File: src/rtl/serial_adder_seq.sv
// serial_adder_seq: bit-serial WIDTH-bit adder, one bit per clock, LSB first.
// A single carry flip-flop is reused for every bit position, so the datapath
// is one full-adder cell plus three shift registers.
//
// Handshake: start is sampled on a rising edge only while the block is free
// (IDLE or DONE); an accepted start latches a, b and cin on that same edge.
// busy is high for the WIDTH cycles in which bits are processed. done is a
// single-cycle pulse that follows the last SHIFT cycle. sum/cout are valid
// from the done cycle until the next accepted start. A start seen while busy
// is dropped, never queued.
`timescale 1ns/1ps

module serial_adder_seq #(
    parameter int WIDTH = 8
) (
    input  logic             clk,
    input  logic             rst,
    input  logic             start,
    input  logic [WIDTH-1:0] a,
    input  logic [WIDTH-1:0] b,
    input  logic             cin,
    output logic             busy,
    output logic             done,
    output logic [WIDTH-1:0] sum,
    output logic             cout,
    output logic [1:0]       state_dbg
);

    localparam int CW = $clog2(WIDTH);

    typedef enum logic [1:0] {
        IDLE  = 2'd0,
        SHIFT = 2'd1,
        DONE  = 2'd2
    } state_t;

    state_t           state;
    state_t           state_nxt;
    logic             load;
    logic [WIDTH-1:0] ra;
    logic [WIDTH-1:0] rb;
    logic [WIDTH-1:0] sreg;
    logic             carry;
    logic [CW-1:0]    cnt;
    logic             last_bit;
    logic             bit_s;
    logic             bit_c;

    // Full-adder cell applied to the current LSBs and the running carry.
    assign bit_s    = ra[0] ^ rb[0] ^ carry;
    assign bit_c    = (ra[0] & rb[0]) | (ra[0] & carry) | (rb[0] & carry);
    assign last_bit = (cnt == CW'(WIDTH - 1));

    // State register; reset returns to IDLE immediately.
    always_ff @(posedge clk or posedge rst) begin
        if (rst) begin
            state <= IDLE;
        end else begin
            state <= state_nxt;
        end
    end

    // Next-state logic; load marks an accepting edge (from IDLE or DONE).
    always_comb begin
        state_nxt = state;
        load      = 1'b0;
        case (state)
            IDLE: begin
                if (start) begin
                    load      = 1'b1;
                    state_nxt = SHIFT;
                end
            end
            SHIFT: begin
                if (last_bit) begin
                    state_nxt = DONE;
                end
            end
            DONE: begin
                if (start) begin
                    load      = 1'b1;
                    state_nxt = SHIFT;
                end else begin
                    state_nxt = IDLE;
                end
            end
            default: begin
                state_nxt = IDLE;
            end
        endcase
    end

    // Operand/result shift registers, carry and bit counter.
    always_ff @(posedge clk or posedge rst) begin
        if (rst) begin
            ra    <= '0;
            rb    <= '0;
            sreg  <= '0;
            carry <= 1'b0;
            cnt   <= '0;
        end else if (load) begin
            ra    <= a;
            rb    <= b;
            sreg  <= '0;
            carry <= cin;
            cnt   <= '0;
        end else if (state == SHIFT) begin
            ra    <= {1'b0, ra[WIDTH-1:1]};
            rb    <= {1'b0, rb[WIDTH-1:1]};
            sreg  <= {bit_s, sreg[WIDTH-1:1]};
            carry <= bit_c;
            // Hold on the final bit so the counter never wraps.
            if (!last_bit) begin
                cnt <= cnt + CW'(1);
            end
        end
    end

    assign busy      = (state == SHIFT);
    assign done      = (state == DONE);
    assign sum       = sreg;
    assign cout      = carry;
    assign state_dbg = state;

endmodule
File: config.mk
export PLATFORM = sky130hd
export DESIGN_NAME = serial_adder_seq
export DESIGN_NICKNAME = d
export VERILOG_FILES = /design/src/rtl/serial_adder_seq.sv
export SDC_FILE = /design/constraint.sdc
export NUM_CORES = 1
export LEC_CHECK = 0
export BUFFER_PORTS_ARGS = -buffer_cell sky130_fd_sc_hd__buf_2
export CAP_MARGIN = 15
export CELL_PAD_IN_SITES_DETAIL_PLACEMENT = 1
export CELL_PAD_IN_SITES_GLOBAL_PLACEMENT = 1
export CORE_ASPECT_RATIO = 2
export CORE_UTILIZATION = 36
export DETAILED_ROUTE_END_ITERATION = 7
export GPL_ROUTABILITY_DRIVEN = 0
export PLACE_DENSITY = 0.83
export SLEW_MARGIN = 20
export SYNTH_ARGS = -nofsm -noshare
export SYNTH_HDL_FRONTEND = slang
export SYNTH_SLANG_ARGS = --single-unit
export TNS_END_PERCENT = 10
File: constraint.sdc
create_clock -name clk -period 1.53 [get_ports clk]
set_clock_uncertainty 0.1 [all_clocks]
set_input_delay 0.2295 -clock clk [delete_from_list [all_inputs] [get_ports clk]]
set_output_delay 0.2295 -clock clk [all_outputs]
set_load 0.02 [all_outputs]
-- Yosys cells after proc, flatten, opt, wreduce, memory -nomap -nowiden
Index checks and enable logic that the tools add are counted.
Widths: inputs -> output; s select.
- add/subtract/negate cells: 1
- multipliers: 0
- divide/modulo/power cells: 0
- magnitude comparators: 0
- equal/unequal tests: 6
- shift-type cells: 0
- muxes and demuxes: 17
- bitwise operators: 7
- reduce and logical (&&, ||, !) cells: 5
- operator list (kind ; count):
    $mux 8 ; 6
    $mux 3 ; 3
    $pmux 2 s3 ; 1
    $mux 1 ; 5
    $mux 2 ; 2
    $ne 2x2->1 const B ; 2
    $reduce_and 2->1 ; 2
    $add 3x1->3 const B ; 1
    $and 1x1->1 ; 3
    $eq 3x3->1 const B ; 1
    $eq 2x1->1 const B ; 1
    $eq 2x2->1 const B ; 1
    $logic_not 2->1 ; 1
    $ne 2x1->1 const B ; 1
    $or 1x1->1 ; 2
    $reduce_bool 2->1 ; 1
    $reduce_or 2->1 ; 1
    $xor 1x1->1 ; 2
- register bits after elaboration: 30
- bits in latches: 0
- RAM bits: 0
- ROM bits: 0
- output and inout bits: 13
- memories: 0

-- Longest topological paths before layout
- word-level depth: 5
- depth in mapped cells: 5

-- Worst setup path before layout
No wires, ideal clock.
- kind: register to register
- from: register cnt[0]
- to: register cnt[0]
- setup time: 122 ps
- data arrival time: 1269 ps
- setup slack: 39 ps
- cell stages (with the launch flop): 6
- path buffers: 0
- cells stage by stage: dfrtp_1 ha_1 ha_1 or3b_4 nand3_1 o21ai_1
- word-level cells in the longest chain between the ends: 4
- elaborated cells on any way between the ends: 7
- classes of those cells: 1 x add/sub; 2 x eq/ne; 3 x mux; 1 x reduce/logical
- RTL lines (element ; line ; source):
    start, declared ; 44 ; logic [CW-1:0] cnt;
    start signal, assigned ; 114 ; cnt <= cnt + CW'(1);
    $add 3x1->3 ; 114 ;
    $mux 3 ; 113 ; if (!last_bit) begin
    $mux 3 ; 107 ; end else if (state == SHIFT) begin
    $mux 3 ; 101 ; end else if (load) begin
Parallel ways exist; a longest one is shown, timed or not. The select of a mux whose other input is x is not followed.
A chain may end at the register's enable or synchronous reset.

-- Worst setup path after layout
- from: register cnt[1]
- to: register cnt[0]
- word-level cells in the longest chain between the ends: 3
- RTL lines (element ; line ; source):
    $eq 3x3->1 ; 52 ; assign last_bit = (cnt == CW'(WIDTH - 1));
    $ne 2x2->1 (no line) ; n/a ;
    $reduce_and 2->1 (no line) ; n/a ;
Every way passes these cells.

==> impl_metrics.env <==
export IMPL_ff2ff_setup_slack_ps=-20
export IMPL_synthMuxAreaShare=0.0163
export IMPL_pwr_density_cell_nw_per_um2=2180
export IMPL_timing_hold_ws_ps=71.8
export IMPL_synth_xor_area_share=0
export IMPL_port_buffer_count=32
export IMPL_drc_violations_left=0
export IMPL_finalWirelength_um=3420
export IMPL_met3_usage=0.0477
export IMPL_cts_clk_pin_slew_worst_paths_ps=60
export IMPL_setup_ws_ps=-16.4
export IMPL_yosys_area_share_simple=0.0768
export IMPL_achievable_frequency_ghz=0.647
export IMPL_dr_total_vias=1083
export IMPL_ff_latch_area_sq_um=753
export IMPL_synth_seq_area_share=0.576
export IMPL_synth_largest_area_cell="sky130_fd_sc_hd__dfrtp_1"
export IMPL_syn_num_nets=142
export IMPL_dpl_instance_area_sq_um=1560
export IMPL_initial_utilization=0.381
export IMPL_synth_compound_gate_area_share=0.211
export IMPL_tritoncts="done"
export IMPL_layout_drive_gt1_share=0.395
export IMPL_ir_drop_mv=0.989
export IMPL_n_antenna_cell=0
export IMPL_rsz0062_at_grt="true"
export IMPL_violations="negative setup slack"
export IMPL_worstPathArrival_ps=1620
export IMPL_count_of_h_tree_levels_built_during_cts=2
export IMPL_layout_cell_area_non_filler_sq_um=1750
export IMPL_final_min_period_over_clock_period=1.01
export IMPL_crit_reg2reg_launch="cnt[1]"
export IMPL_worst_slew_margin_rel=0.740
export IMPL_drt_pre_antenna_iters=3
export IMPL_report_final_hold_viol_count=0
export IMPL_synth_lib_cells_used_distinct=28
export IMPL_timing_worst_slew_pin_value_ps=390
export IMPL_worst_setup_path_end_kind="register"
export IMPL_worst_setup_path_type="reg -> reg"
export IMPL_final_hpwl_dp_um=2420
export IMPL_cp_required_ps=1600
export IMPL_grt_pass1_wl_um=5640
export IMPL_pin_count=33
export IMPL_netlist_instances=119
export IMPL_finalSetupViolations=1
export IMPL_netlist_area_leader_share=0.576
export IMPL_synth_area_leaders="sky130_fd_sc_hd__dfrtp_1, sky130_fd_sc_hd__o22ai_1, sky130_fd_sc_hd__a22o_1"
export IMPL_min_delay_path_class="in -> reg"
export IMPL_slew_violations=0
export IMPL_grtUsageTotal=0.202
export IMPL_critPathMaxFanout=4
export IMPL_use_met1=0.237
export IMPL_syn_avg_cell_area_sq_um=10.9
export IMPL_slowest_cell_delay_on_critical_path_ps=420
export IMPL_drt_antenna_violating_nets=0
export IMPL_drt_wirelength_per_cell_um=15.9
export IMPL_initial_antenna_violation_count=0
export IMPL_die_width_um=44.5
export IMPL_layout_filler_cells=389
export IMPL_syn_to_final_growth_pct=34.0
export IMPL_timing_hold_worst_endpoint="rb[7]"
export IMPL_cts_root_buf="sky130_fd_sc_hd__clkbuf_8"
export IMPL_num_rows=30
export IMPL_synthAdderAreaFrac=0.0346
export IMPL_global_route_track_usage_on_met2=0.344
export IMPL_tritoncts_buffers=5
export IMPL_globalRoute_totalOverflow=0
export IMPL_die_area_sq_um=3880
export IMPL_cts_max_path_buffers=2
export IMPL_syn_area_sq_um=1300
export IMPL_fp_dieH_um=87.1
export IMPL_worstRegToRegCells=5
export IMPL_yosys_register_bits=30
export IMPL_grt_max_degree=31
export IMPL_design_core_area_sq_um=3420
export IMPL_footprint_of_the_multi_input_gates_sq_um=487
export IMPL_yosysWarningCount=0
export IMPL_number_of_global_route_vias_before_repair=1185
export IMPL_slowest_stage="sky130_fd_sc_hd__or3b_4"
export IMPL_status="finished with violations"
export IMPL_worst_hold_startpoint="b[7]"
export IMPL_clock_insertion_delay_worst_skew_ps=280
export IMPL_layout_cells_most_common_list="sky130_fd_sc_hd__buf_2, sky130_fd_sc_hd__dfrtp_1, sky130_fd_sc_hd__inv_1, sky130_fd_sc_hd__a21oi_1, sky130_fd_sc_hd__buf_4"
export IMPL_mostFrequentLayoutCell="sky130_fd_sc_hd__buf_2"
export IMPL_timing_critical_path_cells="ha_2 > ha_4 > or3b_4 > nand3_1 > o21ai_1"
export IMPL_vias_per_cell=5.04
export IMPL_drt_first_iter_violations=10
export IMPL_most_used_routing_layer_in_global_routing="met2"
export IMPL_hold_depth=2
export IMPL_net_total_in_the_final_layout=189
export IMPL_power_leakage_nw=0.889
export IMPL_cts_sinks=30
export IMPL_timing_max_cap_violations=0
export IMPL_timing_final_crit_period_ps=1550
export IMPL_worst_setup_path_start_kind="register"
export IMPL_synth_top_family_by_area="compound AO/OA/AOI/OAI gates"
export IMPL_timing_rr_end="cnt[0]"
==> per-layer routing <==
metal	wire, um	part of all wire
met1	1370	0.40
met2	1860	0.54
met3	119	0.035
met4	74	0.022
met5	0	0
==> final cells by class <==
class,instances,share of cell area
Tap cell,48,0.0344
Inverter,17,0.0394
Timing Repair Buffer,47,0.163
Clock buffer,7,0.0495
Multi-Input combinational cell,65,0.279
Clock inverter,1,0.00287
Sequential cell,30,0.432
==> per-stage QoR <==
stage | setup WS (ps) | total power, mW | setup TNS (ps) | utilization | instances
4_1_cts | 3.90 | 3.72 | 0 | 0.496 | 215
6_report | -16.4 | 3.81 | -16.4 | 0.511 | 215
2_1_floorplan | 38.9 | 2.43 | 0 | - | 119
3_3_place_gp | 36.9 | 2.80 | 0 | 0.456 | 203
5_1_grt | -53.6 | 4.09 | -249 | 0.511 | 215
3_5_place_dp | -45.6 | 2.97 | -80.3 | 0.456 | 203
==> cell usage after synthesis, drive strengths merged <==
library cell	instances
a211oi	1
a21o	1
a21oi	14
a221oi	1
a22o	9
and2	1
buf	6
clkbuf	1
dfrtp	30
fa	1
ha	2
inv	17
mux2	1
mux2i	1
nand2	4
nand2b	1
nand3	4
nor2	3
nor2b	3
o211ai	1
o21ai	1
o22ai	13
o2bb2ai	1
or2b	1
or3b	1
==> report_power, final <==
part	internal (mW)	switching, mW	total (mW)	leakage (nW)
registers	1.16	0.236	1.39	0.360
logic	0.793	0.972	1.76	0.481
clock network	0.362	0.294	0.656	0.0482
total	2.31	1.50	3.81	0.889
==> cell families after synthesis <==
family,after synthesis
multiplexers,2
AO/OA/AOI/OAI,42
adder cells (fa/ha/maj),3
AND/OR/NAND/NOR,18
buffers and inverters,24
flip-flops,30
==> critical path: cells and delay by family (launching register included) <==
family,cells,cell delay [ps]
compound gates,1,60
flops,1,390
fa+ha+maj,2,360
simple gates,2,510
==> registers in the layout (all words and copies together), names as in the netlist <==
name	flops
cnt	3
ra	8
cout	1
rb	8
sum	8
state_dbg	2
==> worst max-delay path by stage <==
stage / depth (start not counted) / slack (ps) / endpoint / start
5_1_grt: 5 / -50 / cnt[0] / cnt[1]
2_1_floorplan: 5 / 40 / cnt[0] / cnt[0]
6_report: 5 / -20 / cnt[0] / cnt[1]
4_1_cts: 3 / 4 / busy / state_dbg[1]
3_5_place_dp: 5 / -50 / cnt[0] / cnt[1]
3_3_place_gp: 5 / 40 / cnt[0] / cnt[0]
==> timing repair <==
| action | 4_1_cts | 5_1_grt |
|---|---|---|
| buffers inserted | 3 | 0 |
| pin swaps | 0 | 3 |
| endpoints found under the hold margin | 30 | 0 |
| resized for setup | 6 | 9 |
| hold buffers | 1 | 0 |
| endpoints found under the setup margin | 3 | 14 |
(Power assumes the default switching activity.)
